## src/rtl/mem_port_arbiter_if.sv

```systemverilog
// Core fetch/data ports and memory port bundled for the shared-memory arbiter.
// The master modport is the arbiter's view. The slave modport is the core plus memory.
interface mem_port_arbiter_if #(
  parameter int size = 32
);
  logic            if_req;
  logic [size-1:0] if_addr;
  logic            if_flush;
  logic [size-1:0] if_instr;
  logic            if_valid;

  logic            d_req;
  logic            d_we;
  logic [size-1:0] d_addr;
  logic [size-1:0] d_wdata;
  logic [2:0]      d_width;
  logic [size-1:0] d_rdata;
  logic            d_done;

  logic            mem_req;
  logic            mem_we;
  logic [size-1:0] mem_addr;
  logic [size-1:0] mem_wdata;
  logic [2:0]      mem_width;
  logic            mem_gnt;
  logic            mem_rvalid;
  logic [size-1:0] mem_rdata;

  modport master (
    input  if_req, if_addr, if_flush,
    output if_instr, if_valid,
    input  d_req, d_we, d_addr, d_wdata, d_width,
    output d_rdata, d_done,
    output mem_req, mem_we, mem_addr, mem_wdata, mem_width,
    input  mem_gnt, mem_rvalid, mem_rdata
  );

  modport slave (
    output if_req, if_addr, if_flush,
    input  if_instr, if_valid,
    output d_req, d_we, d_addr, d_wdata, d_width,
    input  d_rdata, d_done,
    input  mem_req, mem_we, mem_addr, mem_wdata, mem_width,
    output mem_gnt, mem_rvalid, mem_rdata
  );
endinterface

```

## src/rtl/mem_port_arbiter.sv

```systemverilog
// Shares a single-port memory between instruction fetch and data load/store.
// Only one access is outstanding. Data has priority, and a starvation counter bounds the fetch wait.
module mem_port_arbiter #(
  parameter int size       = 32,
  parameter int STARVE_MAX = 4
) (
  input logic               clk,
  input logic               reset,
  mem_port_arbiter_if.master bus
);
  localparam int SW = (STARVE_MAX < 1) ? 1 : $clog2(STARVE_MAX + 1);

  typedef enum logic [1:0] {IDLE, REQ, RESP} state_t;
  typedef enum logic {OWN_FETCH, OWN_DATA} owner_t;

  typedef struct packed {
    logic            we;
    logic [size-1:0] addr;
    logic [size-1:0] wdata;
    logic [2:0]      width;
  } mem_cmd_t;

  state_t          state;
  owner_t          owner;
  logic            kill;
  logic [SW-1:0]   starve_cnt;
  logic            req;
  mem_cmd_t        cmd;
  logic            if_valid, d_done;
  logic [size-1:0] if_instr, d_rdata;

  logic f_elig, d_elig, starve_full, fetch_win, fetch_flush;

  // A requester whose done is pulsing is still showing the request that just finished.
  assign f_elig      = bus.if_req & ~if_valid;
  assign d_elig      = bus.d_req & ~d_done;
  assign starve_full = (starve_cnt == SW'(STARVE_MAX));
  assign fetch_win   = f_elig & (~d_elig | starve_full);
  assign fetch_flush = bus.if_flush & (owner == OWN_FETCH);

  always_ff @(posedge clk or negedge reset) begin
    if (!reset) begin
      state      <= IDLE;
      owner      <= OWN_FETCH;
      kill       <= 1'b0;
      starve_cnt <= '0;
      req        <= 1'b0;
      cmd        <= '0;
      if_valid   <= 1'b0;
      if_instr   <= '0;
      d_done     <= 1'b0;
      d_rdata    <= '0;
    end else begin
      if_valid <= 1'b0;
      d_done   <= 1'b0;
      case (state)
        IDLE: begin
          if (fetch_win) begin
            cmd        <= '{we: 1'b0, addr: bus.if_addr, wdata: '0, width: 3'b010};
            owner      <= OWN_FETCH;
            starve_cnt <= '0;
            req        <= 1'b1;
            state      <= REQ;
          end else if (d_elig) begin
            cmd   <= '{we: bus.d_we, addr: bus.d_addr, wdata: bus.d_wdata, width: bus.d_width};
            owner <= OWN_DATA;
            if (!bus.if_req)
              starve_cnt <= '0;
            else if (!starve_full)
              starve_cnt <= starve_cnt + 1'b1;
            req   <= 1'b1;
            state <= REQ;
          end else if (!bus.if_req) begin
            starve_cnt <= '0;
          end
        end
        REQ: begin
          if (fetch_flush) kill <= 1'b1;
          if (bus.mem_gnt) begin
            req   <= 1'b0;
            state <= RESP;
          end
        end
        RESP: begin
          if (bus.mem_rvalid) begin
            state <= IDLE;
            if (owner == OWN_DATA) begin
              d_done  <= 1'b1;
              d_rdata <= cmd.we ? '0 : bus.mem_rdata;
            end else begin
              // A flush arriving with the response kills it just like an earlier one.
              if (!(kill || bus.if_flush)) begin
                if_valid <= 1'b1;
                if_instr <= bus.mem_rdata;
              end
              kill <= 1'b0;
            end
          end else if (fetch_flush) begin
            kill <= 1'b1;
          end
        end
        default: state <= IDLE;
      endcase
    end
  end

  assign bus.mem_req   = req;
  assign bus.mem_we    = cmd.we;
  assign bus.mem_addr  = cmd.addr;
  assign bus.mem_wdata = cmd.wdata;
  assign bus.mem_width = cmd.width;
  assign bus.if_valid  = if_valid;
  assign bus.if_instr  = if_instr;
  assign bus.d_done    = d_done;
  assign bus.d_rdata   = d_rdata;
endmodule

```

## src/flat_wrapper.sv

```systemverilog
// flat-port wrapper written by rule: the top's interface ports become plain ports
module mem_port_arbiter_flat 
#(
  parameter int size       = 32,
  parameter int STARVE_MAX = 4
)
  (clk, reset, bus_if_req, bus_if_addr, bus_if_flush, bus_if_instr, bus_if_valid, bus_d_req, bus_d_we, bus_d_addr, bus_d_wdata, bus_d_width, bus_d_rdata, bus_d_done, bus_mem_req, bus_mem_we, bus_mem_addr, bus_mem_wdata, bus_mem_width, bus_mem_gnt, bus_mem_rvalid, bus_mem_rdata);
  mem_port_arbiter_if #(.size(size)) bus_i ();
  input logic clk;
  input logic reset;
  input wire logic [$bits(bus_i.if_req)-1:0] bus_if_req;
  input wire logic [$bits(bus_i.if_addr)-1:0] bus_if_addr;
  input wire logic [$bits(bus_i.if_flush)-1:0] bus_if_flush;
  output wire logic [$bits(bus_i.if_instr)-1:0] bus_if_instr;
  output wire logic [$bits(bus_i.if_valid)-1:0] bus_if_valid;
  input wire logic [$bits(bus_i.d_req)-1:0] bus_d_req;
  input wire logic [$bits(bus_i.d_we)-1:0] bus_d_we;
  input wire logic [$bits(bus_i.d_addr)-1:0] bus_d_addr;
  input wire logic [$bits(bus_i.d_wdata)-1:0] bus_d_wdata;
  input wire logic [$bits(bus_i.d_width)-1:0] bus_d_width;
  output wire logic [$bits(bus_i.d_rdata)-1:0] bus_d_rdata;
  output wire logic [$bits(bus_i.d_done)-1:0] bus_d_done;
  output wire logic [$bits(bus_i.mem_req)-1:0] bus_mem_req;
  output wire logic [$bits(bus_i.mem_we)-1:0] bus_mem_we;
  output wire logic [$bits(bus_i.mem_addr)-1:0] bus_mem_addr;
  output wire logic [$bits(bus_i.mem_wdata)-1:0] bus_mem_wdata;
  output wire logic [$bits(bus_i.mem_width)-1:0] bus_mem_width;
  input wire logic [$bits(bus_i.mem_gnt)-1:0] bus_mem_gnt;
  input wire logic [$bits(bus_i.mem_rvalid)-1:0] bus_mem_rvalid;
  input wire logic [$bits(bus_i.mem_rdata)-1:0] bus_mem_rdata;
  assign bus_i.if_req = bus_if_req;
  assign bus_i.if_addr = bus_if_addr;
  assign bus_i.if_flush = bus_if_flush;
  assign bus_if_instr = bus_i.if_instr;
  assign bus_if_valid = bus_i.if_valid;
  assign bus_i.d_req = bus_d_req;
  assign bus_i.d_we = bus_d_we;
  assign bus_i.d_addr = bus_d_addr;
  assign bus_i.d_wdata = bus_d_wdata;
  assign bus_i.d_width = bus_d_width;
  assign bus_d_rdata = bus_i.d_rdata;
  assign bus_d_done = bus_i.d_done;
  assign bus_mem_req = bus_i.mem_req;
  assign bus_mem_we = bus_i.mem_we;
  assign bus_mem_addr = bus_i.mem_addr;
  assign bus_mem_wdata = bus_i.mem_wdata;
  assign bus_mem_width = bus_i.mem_width;
  assign bus_i.mem_gnt = bus_mem_gnt;
  assign bus_i.mem_rvalid = bus_mem_rvalid;
  assign bus_i.mem_rdata = bus_mem_rdata;
  mem_port_arbiter #(.size(size), .STARVE_MAX(STARVE_MAX)) u_core (.clk(clk), .reset(reset), .bus(bus_i));
endmodule
```

## config.mk

```make
export PLATFORM = sky130hd
export DESIGN_NAME = mem_port_arbiter_flat
export DESIGN_NICKNAME = d
export VERILOG_FILES = /design/src/rtl/mem_port_arbiter_if.sv /design/src/rtl/mem_port_arbiter.sv /design/src/flat_wrapper.sv
export SDC_FILE = /design/constraint.sdc
export NUM_CORES = 1
export LEC_CHECK = 0
export BUFFER_PORTS_ARGS = -buffer_cell sky130_fd_sc_hd__buf_4
export CAP_MARGIN = 20
export CORE_AREA = 2 2 91 158
export CTS_CLUSTER_SIZE = 16
export DETAILED_ROUTE_END_ITERATION = 10
export DIE_AREA = 0 0 93 160
export PLACE_DENSITY = 0.75
export SYNTH_ARGS = -nofsm -noshare
export SYNTH_HDL_FRONTEND = slang
export SYNTH_SLANG_ARGS = --single-unit
```

## constraint.sdc

```tcl
create_clock -name clk -period 5.3 [get_ports clk]
set_input_delay 0.53 -clock clk [delete_from_list [all_inputs] [get_ports clk]]
set_output_delay 0.53 -clock clk [all_outputs]
set_load 0.03 [all_outputs]
```

==> flow_metrics.env, run 1 <==
export IMPL_crit_chain="inv_1 > ha_1 > nand2_1 > a21oi_4 > nor2_4 > a22o_1"
export IMPL_routed_via_density=5.06
export IMPL_r2r_setup_slack_ns=3.05
export IMPL_dp_slack_ns=3.02
export IMPL_ioPinCount=274
export IMPL_yosysWarnings=0
export IMPL_areaGrowthSynthToFinish_pct=46.7
export IMPL_cts_max_level=4
export IMPL_cp_data_required_time_ns=5.59
export IMPL_p_leak_nw=4.37
export IMPL_ys_flop_type="dfrtp_1"
export IMPL_cts_reportedPaths_clkPinSlew_ns=0.06
export IMPL_intPower_mw=3.39
export IMPL_layout_cells_non_filler=974
export IMPL_status="finished, final reports clean"
export IMPL_yosysUniqueCellTypes=35
export IMPL_cts_root_buf="clkbuf_16"
export IMPL_ys_top_cells_by_area="dfrtp_1 (61%), mux2_2 (6.0%), a21oi_1 (5.6%), a22o_1 (5.2%), nand2_1 (4.7%)"
export IMPL_switchingPower_mw=2.44
export IMPL_met1_usage_pct=24.3
export IMPL_hold_viol=0
export IMPL_rsz0062_at_grt="false"
export IMPL_start_util_pct=42.8
export IMPL_grt_use_met3_pct=6.04
export IMPL_synthTopCellsByCount="dfrtp_1 (142), nand2_1 (73), a21oi_1 (66), a22o_1 (35)"
export IMPL_timing_fmax_mhz=445
export IMPL_cts_buffers_inserted=17
export IMPL_first_global_vias=5186
export IMPL_vias=4932
export IMPL_cap_viol_max_count=0
export IMPL_drive_gt1_share_pct=43.9
export IMPL_cp_max_fo=35
export IMPL_tns_ns=0
export IMPL_portBuffers=273
export IMPL_clock_skew_ns=0.00768
export IMPL_hold_buffers=0
export IMPL_dp_hpwl_um=11600
export IMPL_postLayoutCoreUtil_pct=62.8
export IMPL_yosysTopAreaCell="dfrtp_1"
export IMPL_pwr_density_cell_mw_per_mm2=678
export IMPL_first_iter_violations=148
export IMPL_switching_share_pct=41.9
export IMPL_cpMaxStageDelayCell="a21oi_4"
export IMPL_place_congestion=0.741
export IMPL_yosysMostFrequentCell="dfrtp_1"
export IMPL_grt_usage_pct=21.7
export IMPL_grt_ovfl_total=0
export IMPL_irDropWorstVdd_v=0.000474
export IMPL_seqPwrFrac_pct=32.3
export IMPL_grt_pass1_wl_um=25600
export IMPL_die_w_um=93
export IMPL_wl_per_cell_um=16.2
export IMPL_wl_um=15800
export IMPL_cts_path_max_buffers=2
export IMPL_startpoint_type="register"
export IMPL_die_height_um=160
export IMPL_mappedNetlistNets=663
export IMPL_hp_class="input pin to async pin"
export IMPL_cp_num_buf_inv=1
export IMPL_async_reset_ff_share_pct=100
export IMPL_nets=929
export IMPL_min_period_ns=2.25
export IMPL_drc_errors=0
export IMPL_die_area_mm2=0.0149
export IMPL_dp_cells=942
export IMPL_synth_edf_count=0
export IMPL_gr_max_usage_layer="met2"
export IMPL_crit_type="register to register"
export IMPL_finalSetupViolations=0
export IMPL_coreArea_mm2=0.0137
export IMPL_power_total_mw=5.83
export IMPL_tightest_slew_ns=0.888
export IMPL_yosys_register_bits=142
export IMPL_diodes=0
export IMPL_syn_cell_area_mm2=0.00586
export IMPL_crit_family="compound AO/OA/AOI/OAI gates"
export IMPL_drv_slew=0
export IMPL_rows=57
export IMPL_clk_latency_ns=0.41
export IMPL_cts_sinks=142
export IMPL_cts_setup_buffers=0
export IMPL_ys_seq_area_share_pct=60.6
export IMPL_drt_pass1_iter_count=5
export IMPL_grtUsageMet2_pct=39.1
export IMPL_pwr_share_comb_pct=47.1
export IMPL_ant_nets=0
export IMPL_fin_crit_sh_pct=42.4
export IMPL_synth_top_cell_area_share_pct=60.6
export IMPL_cts_resized_gates=0
export IMPL_grt_max_degree=89
export IMPL_netlist_instances=519
export IMPL_relSlewSlack_pct=40.8
export IMPL_antenna_found_initial=0
export IMPL_synth_area_per_cell_um2=11.3
export IMPL_endpoint_kind="register"
export IMPL_cts_tree="done"
export IMPL_power_frac_clock_pct=20.5
export IMPL_setup_slack_ns=3.05
export IMPL_critPathMaxStageDelay_ns=0.71
export IMPL_cp_data_arrival_time_ns=2.53
## registers in the layout, indices dropped and copies added, names as in the netlist
signal                cells
u_core.starve_cnt         3
u_core.bus.d_rdata       32
u_core.bus.mem_addr      32
u_core.bus.d_done         1
u_core.bus.mem_we         1
u_core.state              2
u_core.bus.if_instr      32
u_core.bus.if_valid       1
u_core.bus.mem_width      3
u_core.owner              1
u_core.kill               1
u_core.bus.mem_wdata     32
u_core.bus.mem_req        1
## power by group through the flow
stage,clock network [mW],registers [mW],logic (mW)
floorplan,0,2.76,0.822
global placement,0,1.87,2.70
detailed placement,0,1.89,2.76
CTS,1.22,1.88,2.77
global route,1.27,1.95,2.94
finish,1.20,1.88,2.75
## metal layers
| layer | up-vias | wire length (um) |
|---|---|---|
| met5 | - | 0 |
| met4 | 0 | 330 |
| met3 | 26 | 1210 |
| met2 | 213 | 8430 |
| met1 | 2381 | 5810 |
| li1 | 2312 | - |
## per-stage QoR
stage | hold WS (ns) | instance area [um2]
6_report | 0.163 | 8600
5_1_grt | 0.224 | 8600
4_1_cts | 0.196 | 8580
3_5_place_dp | 0.471 | 7980
3_3_place_gp | 0.464 | 7980
2_1_floorplan | 0.234 | 5860
## logic make-up (layout without fill, tap and decap cells)
logic type      Yosys count  after routing  share of synthesized area, %
fa+ha+maj                 5              5                          1.07
buf+inv                  38            316                          3.69
mux                      33             33                          6.32
flops                   142            142                          60.6
simple gates            153            153                          12.4
compound gates          148            148                          15.9
## cell usage in the layout, fill, tap and decap left out, types with 3 or more instances in the layout
cell type / count
mux2_2: 31
a31oi_1: 3
nand2b_1: 34
o21ai_0: 32
dfrtp_1: 142
clkinvlp_4: 4
nor2_1: 34
a22o_1: 35
a21oi_1: 66
buf_4: 277
bufinv_16: 3
clkbuf_16: 17
inv_1: 6
ha_1: 5
nand2_1: 73
## worst paths after layout
kind,cells past startpoint,endpoint,from
setup / recovery,6,u_core.bus.mem_wdata[5]$_DFFE_PN0P_,u_core.starve_cnt[0]$_DFFE_PN0P_
max in group asynchronous,2,u_core.bus.mem_wdata[12]$_DFFE_PN0P_,reset
setup reg to reg,6,u_core.bus.mem_wdata[5]$_DFFE_PN0P_,u_core.starve_cnt[0]$_DFFE_PN0P_
hold / removal,1,u_core.bus.if_instr[3]$_DFFE_PN0P_,reset
min in group clk,2,u_core.bus.mem_wdata[9]$_DFFE_PN0P_,bus_d_wdata[9]
hold reg to reg,2,u_core.bus.d_rdata[26]$_DFFE_PN0N_,u_core.bus.d_rdata[26]$_DFFE_PN0N_
## area by class of cell
| cell class | count | area [um2] |
|---|---|---|
| clock inverter | 13 | 165 |
| multi-input combinational | 339 | 2100 |
| clock buffer | 18 | 429 |
| fill | 1087 | 5090 |
| tap | 177 | 221 |
| timing repair buffer | 279 | 2110 |
| sequential | 142 | 3550 |
| inverter | 6 | 22.5 |
Power figures use the tool's default switching activity.
==> run 2: changes to the inputs <==
ABC_AREA = 1   (was default)
CORE_AREA = 2 2 93 161   (was 2 2 91 158)
DIE_AREA = 0 0 95 163   (was 0 0 93 160)
PLACE_DENSITY = 0.74   (was 0.75)
clock period = 2.2 ns   (was 5.3 ns; I/O delays follow)
==> run 2 against run 1 <==
Via count is 20% higher. Synthesized cell count is 45% higher. Setup slack worse by 2.8 ns. Global-route usage is 1.9 points higher. Clock power grew to 2.6 times the previous value. Fmax is 18% higher. Non-clock buffer count is 15 higher. Highest routed layer unchanged. First-iteration DRC count is 59% higher. Critical path depth is 1 higher.
==> flow_metrics.env, run 2 <==
export IMPL_crit_family="buffers and inverters"
export IMPL_worst_path_stages=7
export IMPL_seqPwrFrac_pct=31.1
export IMPL_mappedNetlistNets=894
export IMPL_synth_edf_count=0
export IMPL_pwr_share_comb_pct=45.9
export IMPL_mostFrequentLayoutCell="nand2_1"
export IMPL_cts_max_level=4
export IMPL_grt_use_met3_pct=5.23
export IMPL_nets=1162
export IMPL_drt_pass1_iter_count=5
export IMPL_hold_depth=3
export IMPL_cp_common_cell="inv_1"
export IMPL_grt_max_degree=71
export IMPL_ys_flop_type="dfrtp_1"
export IMPL_cpMaxStageDelayCell="buf_4"
export IMPL_clk_latency_ns=0.41
export IMPL_cts_reportedPaths_clkPinSlew_ns=0.07
export IMPL_endpoint_kind="register"
export IMPL_dp_hpwl_um=13300
export IMPL_grtUsageMet2_pct=43.3
export IMPL_met1_usage_pct=25.8
export IMPL_coreArea_mm2=0.0143
export IMPL_synth_area_per_cell_um2=8.15
export IMPL_crit_chain="inv_1 > ha_1 > inv_1 > a21oi_4 > buf_4 > nand3_1 > nand2_1"
export IMPL_synth_top_cell_area_share_pct=58.1
export IMPL_ys_top_cells_by_area="dfrtp_1 (58%), nand2_1 (23%), nand3_1 (8.8%), o21ai_0 (3.4%), buf_2 (1.5%)"
export IMPL_multi_input_area_mm2=0.00230
export IMPL_crit_type="register to register"
export IMPL_min_from="bus_mem_rdata[17]"
export IMPL_reg2reg_depth=7
export IMPL_cp_data_required_time_ns=2.54
export IMPL_die_height_um=163
export IMPL_first_global_vias=5737
export IMPL_rows=58
export IMPL_dp_slack_ns=0.313
export IMPL_drv_slew=0
export IMPL_irDropWorstVdd_v=0.000697
export IMPL_start_util_pct=42.8
export IMPL_yosysUniqueCellTypes=18
export IMPL_power_total_mw=13.6
export IMPL_min_period_ns=1.91
export IMPL_grt_ovfl_total=0
export IMPL_setup_slack_ns=0.292
export IMPL_wl_per_cell_um=15.4
export IMPL_holdWs_ns=0.00639
export IMPL_fillCellCount=1280
export IMPL_switchingPower_mw=5.84
export IMPL_cp_num_buf_inv=3
export IMPL_place_congestion=0.798
export IMPL_yosysMostFrequentCell="nand2_1"
export IMPL_cts_sinks=142
export IMPL_first_iter_violations=235
export IMPL_cts_buffers_inserted=17
export IMPL_areaGrowthSynthToFinish_pct=48.1
export IMPL_gr_max_usage_layer="met2"
export IMPL_reg2reg_from="u_core.state[0]$_DFFE_PN0P_"
export IMPL_routed_via_density=4.87
export IMPL_finalSetupViolations=0
export IMPL_netlist_instances=750
export IMPL_ioPinCount=274
export IMPL_power_frac_clock_pct=23.0
export IMPL_switching_share_pct=43.0
export IMPL_mostFrequentLayoutCells="nand2_1 (379), buf_4 (285), dfrtp_1 (142)"
export IMPL_cap_viol_max_count=0
export IMPL_intPower_mw=7.75
export IMPL_die_area_mm2=0.0155
export IMPL_wl_um=18600
export IMPL_regArea_mm2=0.00355
export IMPL_syn_cell_area_mm2=0.00612
export IMPL_fin_crit_sh_pct=86.7
export IMPL_ys_seq_area_share_pct=58.1
export IMPL_cp_data_arrival_time_ns=2.25
export IMPL_drive_gt1_share_pct=31.7
export IMPL_ant_nets=0
export IMPL_clock_skew_ns=0.0133
export IMPL_status="finished, final reports clean"
export IMPL_portBuffers=273
export IMPL_layout_cells_non_filler=1211
export IMPL_yosys_register_bits=142
export IMPL_grt_usage_pct=23.6
export IMPL_grt_pass1_wl_um=28500
export IMPL_tns_ns=0
export IMPL_vias=5902
export IMPL_critPathMaxStageDelay_ns=0.58
export IMPL_crit_start="u_core.state[0]$_DFFE_PN0P_"
export IMPL_tightest_slew_ns=0.711
export IMPL_cts_root_buf="clkbuf_16"
export IMPL_cts_tree="done"
export IMPL_synthTopCellsByCount="nand2_1 (380), dfrtp_1 (142), nand3_1 (107), o21ai_0 (41), clkbuf_1 (23)"
export IMPL_cts_path_max_buffers=2
export IMPL_yosysTopAreaCell="dfrtp_1"
export IMPL_cp_max_fo=70
export IMPL_hold_viol=0
export IMPL_relSlewSlack_pct=52.6
export IMPL_pwr_density_cell_mw_per_mm2=1500
export IMPL_p_leak_nw=5.16
export IMPL_dp_cells=1174
export IMPL_timing_fmax_mhz=524
export IMPL_die_w_um=95
export IMPL_cts_resized_gates=0
export IMPL_rsz0062_at_grt="false"
export IMPL_async_reset_ff_share_pct=100
export IMPL_hp_class="input pin to register"
export IMPL_diodes=0
export IMPL_antenna_found_initial=0
export IMPL_yosysWarnings=0
export IMPL_startpoint_type="register"
export IMPL_drc_errors=0
run 2: cell type report:
cell class	count	area share, %
Clock buffer	19	4.89
Timing Repair Buffer	294	25.0
Inverter	20	0.829
Multi-Input combinational cell	543	25.4
Clock inverter	13	2.24
Tap cell	180	2.49
Sequential cell	142	39.2
run 2: metrics by stage:
step	utilization, %	area, um2
3_3_place_gp	58.5	8360
4_1_cts	63.4	9060
5_1_grt	63.4	9060
6_report	63.4	9060
2_1_floorplan	-	6120
3_5_place_dp	58.5	8360
run 2: kinds of logic (layout without fill, tap and decap cells):
kind of cell | after synthesis | after routing | synth area share [%]
AOI/OAI and AO/OA | 44 | 44 | 3.78
adders and majority gates | 5 | 5 | 1.02
buffers and inverters | 65 | 346 | 4.42
DFF | 142 | 142 | 58.1
and+or+nand+nor | 494 | 494 | 32.7
run 2: worst min-delay path: cells and delay by family:
family	cells	cell delay, ns
buf+inv	1	0.08
simple gates	2	0.08
run 2: layer usage:
layer / share of wire (%) / wire length, um / vias to the layer above
li1: - / - / 2907
met5: 0 / 0 / -
met2: 53 / 9950 / 223
met4: 3.1 / 571 / 0
met3: 6.6 / 1240 / 38
met1: 37 / 6880 / 2734
run 2: power groups by stage:
stage,Clock (mW),Sequential [mW],Combinational (mW)
global placement,0,4.24,6.19
detailed placement,0,4.25,6.29
CTS,3.17,4.23,6.31
finish,3.12,4.23,6.24
floorplan,0,6.20,1.76
global route,3.29,4.34,6.72
run 2: repair_timing:
action	CTS	global route
hold buffers	5	0
buffers inserted	0	0
endpoints found under the hold margin	50	0
run 2: final timing paths:
| kind | to | slack (ns) |
|---|---|---|
| setup / recovery | u_core.bus.mem_wdata[28]$_DFFE_PN0P_ | 0.29 |
| hold / removal | u_core.bus.if_instr[17]$_DFFE_PN0P_ | 0.006 |
| setup reg to reg | u_core.bus.mem_wdata[28]$_DFFE_PN0P_ | 0.29 |
| hold reg to reg | u_core.bus.mem_addr[21]$_DFFE_PN0P_ | 0.48 |
| max in group asynchronous | u_core.bus.d_rdata[22]$_DFFE_PN0N_ | 1.21 |
| min in group asynchronous | u_core.bus.if_instr[2]$_DFFE_PN0P_ | 0.32 |
==> run 3: changes to the inputs <==
--- a/config.mk
+++ b/config.mk
@@ -9,9 +9,10 @@
 export BUFFER_PORTS_ARGS = -buffer_cell sky130_fd_sc_hd__buf_4
 export CAP_MARGIN = 20
-export CORE_AREA = 2 2 93 161
+export CORE_AREA = 2 2 92 160
 export CTS_CLUSTER_SIZE = 16
 export DETAILED_ROUTE_END_ITERATION = 10
-export DIE_AREA = 0 0 95 163
-export PLACE_DENSITY = 0.74
+export DIE_AREA = 0 0 94 162
+export GPL_TIMING_DRIVEN = 0
+export PLACE_DENSITY = 0.75
 export SYNTH_ARGS = -nofsm -noshare
 export SYNTH_HDL_FRONTEND = slang
==> constraint.sdc (replaced) <==
create_clock -name clk -period 2.2 [get_ports clk]
set_input_delay 0.22 -clock clk [delete_from_list [all_inputs] [get_ports clk]]
set_output_delay 0.22 -clock clk [all_outputs]
set_load 0.01 [all_outputs]
==> run 3 against run 2 <==
Clock power down 12%. Register-to-register slack worse by 0.05 ns. Routed wire length up 3.3%. Sequential share of layout area up 0.071 points. Final cell count up 2.3%. Die area down 1.7%. Setup slack worse by 0.048 ns. Via count up 2.1%. Final area down 0.18%. Clock skew down 0.0017 ns. Worst hold slack better by 0.0028 ns. Global-route usage up 2.2 points. Largest cell class unchanged. Highest routed layer unchanged.
==> flow_metrics.env, run 3 (synthesis gave the netlist of run 2 again) <==
export IMPL_cts_resized_gates=0
export IMPL_ioPinCount=274
export IMPL_postLayoutCoreUtil_pct=65.0
export IMPL_finalSetupViolations=0
export IMPL_setup_slack_ns=0.244
export IMPL_cap_viol_max_count=0
export IMPL_relSlewSlack_pct=59.8
export IMPL_p_leak_nw=5.15
export IMPL_start_util_pct=44.0
export IMPL_pwr_density_cell_mw_per_mm2=1300
export IMPL_mostFrequentLayoutCell="nand2_1"
export IMPL_cts_tree="done"
export IMPL_cp_data_arrival_time_ns=2.28
export IMPL_die_w_um=94
export IMPL_cpMaxStageDelayCell="dfrtp_1"
export IMPL_grt_max_degree=94
export IMPL_tns_ns=0
export IMPL_drv_slew=0
export IMPL_tightest_slew_ns=0.603
export IMPL_cts_path_max_buffers=2
export IMPL_place_congestion=0.826
export IMPL_grt_ovfl_total=0
export IMPL_antenna_found_initial=0
export IMPL_hold_viol=0
export IMPL_endpoint_kind="register"
export IMPL_cts_root_buf="clkbuf_16"
export IMPL_clock_skew_ns=0.0115
export IMPL_power_total_mw=11.7
export IMPL_hold_buffers=6
export IMPL_cts_reportedPaths_clkPinSlew_ns=0.07
export IMPL_cts_sinks=142
export IMPL_drc_errors=0
export IMPL_fin_crit_sh_pct=88.9
export IMPL_mostFrequentLayoutCells="nand2_1 (380), buf_4 (273), dfrtp_1 (142)"
export IMPL_first_global_vias=6055
export IMPL_cts_setup_buffers=0
export IMPL_dp_slack_ns=0.248
export IMPL_wl_per_cell_um=15.6
export IMPL_grt_usage_pct=25.9
export IMPL_critPathMaxStageDelay_ns=0.39
export IMPL_crit_type="register to register"
export IMPL_cp_data_required_time_ns=2.52
export IMPL_startpoint_type="register"
export IMPL_rows=57
export IMPL_drive_gt1_share_pct=31.0
export IMPL_rsz0062_at_grt="false"
export IMPL_irDropWorstVdd_v=0.000693
export IMPL_crit_chain="inv_1 > ha_1 > nand2_1 > nand3_2 > nand2_1 > buf_2 > nand3_1 > o21ai_0"
export IMPL_r2r_setup_slack_ns=0.24
export IMPL_diodes=0
export IMPL_nets=1193
export IMPL_cts_max_level=4
export IMPL_endpoint="u_core.starve_cnt[1]$_DFFE_PN0P_"
export IMPL_cts_buffers_inserted=17
export IMPL_die_height_um=162
export IMPL_clk_latency_ns=0.42
export IMPL_cp_common_cell="nand2_1"
export IMPL_vias=6027
export IMPL_cp_max_fo=10
export IMPL_r2r_end="u_core.starve_cnt[1]$_DFFE_PN0P_"
export IMPL_first_iter_violations=272
export IMPL_areaGrowthSynthToFinish_pct=47.8
export IMPL_routed_via_density=4.86
export IMPL_die_area_mm2=0.0152
export IMPL_ant_nets=0
export IMPL_portBuffers=273
export IMPL_status="finished, final reports clean"
export IMPL_reg2reg_from="u_core.starve_cnt[0]$_DFFE_PN0P_"
export IMPL_coreArea_mm2=0.0139
export IMPL_timing_fmax_mhz=511
export IMPL_wl_um=19300
export IMPL_dp_hpwl_um=14500
export IMPL_grt_pass1_wl_um=30500
export IMPL_crit_start="u_core.starve_cnt[0]$_DFFE_PN0P_"
export IMPL_drt_pass1_iter_count=5
export IMPL_hp_class="input pin to register"
export IMPL_min_period_ns=1.96
export IMPL_reg2reg_depth=8
## run 3: changes by cell type in the layout (fill, tap and decap cells not counted), sizes merged
cell,before,now
bufinv,4,1
dlygate4sd3,5,6
clkinvlp,1,5
clkbuf,19,41
buf,289,296
## run 3: worst min path at each step
| stage | end | cells past startpoint | slack (ns) | start |
|---|---|---|---|---|
| after CTS | u_core.bus.if_instr[13]$_DFFE_PN0P_ | 3 | 0.002 | bus_mem_rdata[13] |
| after global routing | u_core.bus.if_instr[25]$_DFFE_PN0P_ | 3 | 0.002 | bus_mem_rdata[25] |
| after global placement | u_core.bus.if_instr[17]$_DFFE_PN0P_ | 3 | 0.42 | bus_mem_rdata[17] |
| final | u_core.bus.if_instr[3]$_DFFE_PN0P_ | 3 | 0.009 | bus_mem_rdata[3] |
| after detailed placement | u_core.bus.mem_addr[18]$_DFFE_PN0P_ | 1 | 0.20 | reset |
| after floorplan | u_core.bus.d_done$_DFF_PN0_ | 0 | -0.08 | reset |
## run 3: area by class of cell
cell class / count / area (um2)
plain buffers: 45 / 195
inverters: 20 / 75.1
multi-input cells: 543 / 2290
clock buffers: 18 / 429
clock inverters: 14 / 134
well taps: 177 / 221
fillers: 1256 / 4870
repair buffers: 280 / 2140
flip-flops and latches: 142 / 3550
## run 3: per-layer routing
metal / track usage [%] / share of wire (%) / up-vias
met5: 0 / 0 / -
met3: 8.35 / 7.9 / 39
met2: 47.3 / 54 / 217
li1: - / - / 2977
met4: 10.1 / 3.0 / 0
met1: 26.9 / 35 / 2794
## run 3: power by group
group	switching, mW	internal [mW]	leakage, nW
sequential	0.559	3.66	1.84
combinational	2.65	2.10	3.05
clock	1.17	1.57	0.260
total	4.38	7.33	5.15
## run 3: stage by stage
| step | instances | hold WS, ns | instance area, um2 |
|---|---|---|---|
| 3_5_place_dp | 1201 | 0.197 | 8420 |
| 6_report | 1239 | 0.00916 | 9040 |
| 2_1_floorplan | 750 | -0.0756 | 6120 |
| 4_1_cts | 1239 | 0.00204 | 9040 |
| 5_1_grt | 1239 | 0.00180 | 9040 |
| 3_3_place_gp | 1200 | 0.425 | 8390 |
## run 3: worst max-delay path: cells and delay by family (launching register included)
family                     cells  cell delay [ns]
AOI/OAI and AO/OA              1             0.17
DFF                            1             0.39
buffers and inverters          2             0.38
adders and majority gates      1             0.18
and+or+nand+nor                4             0.75
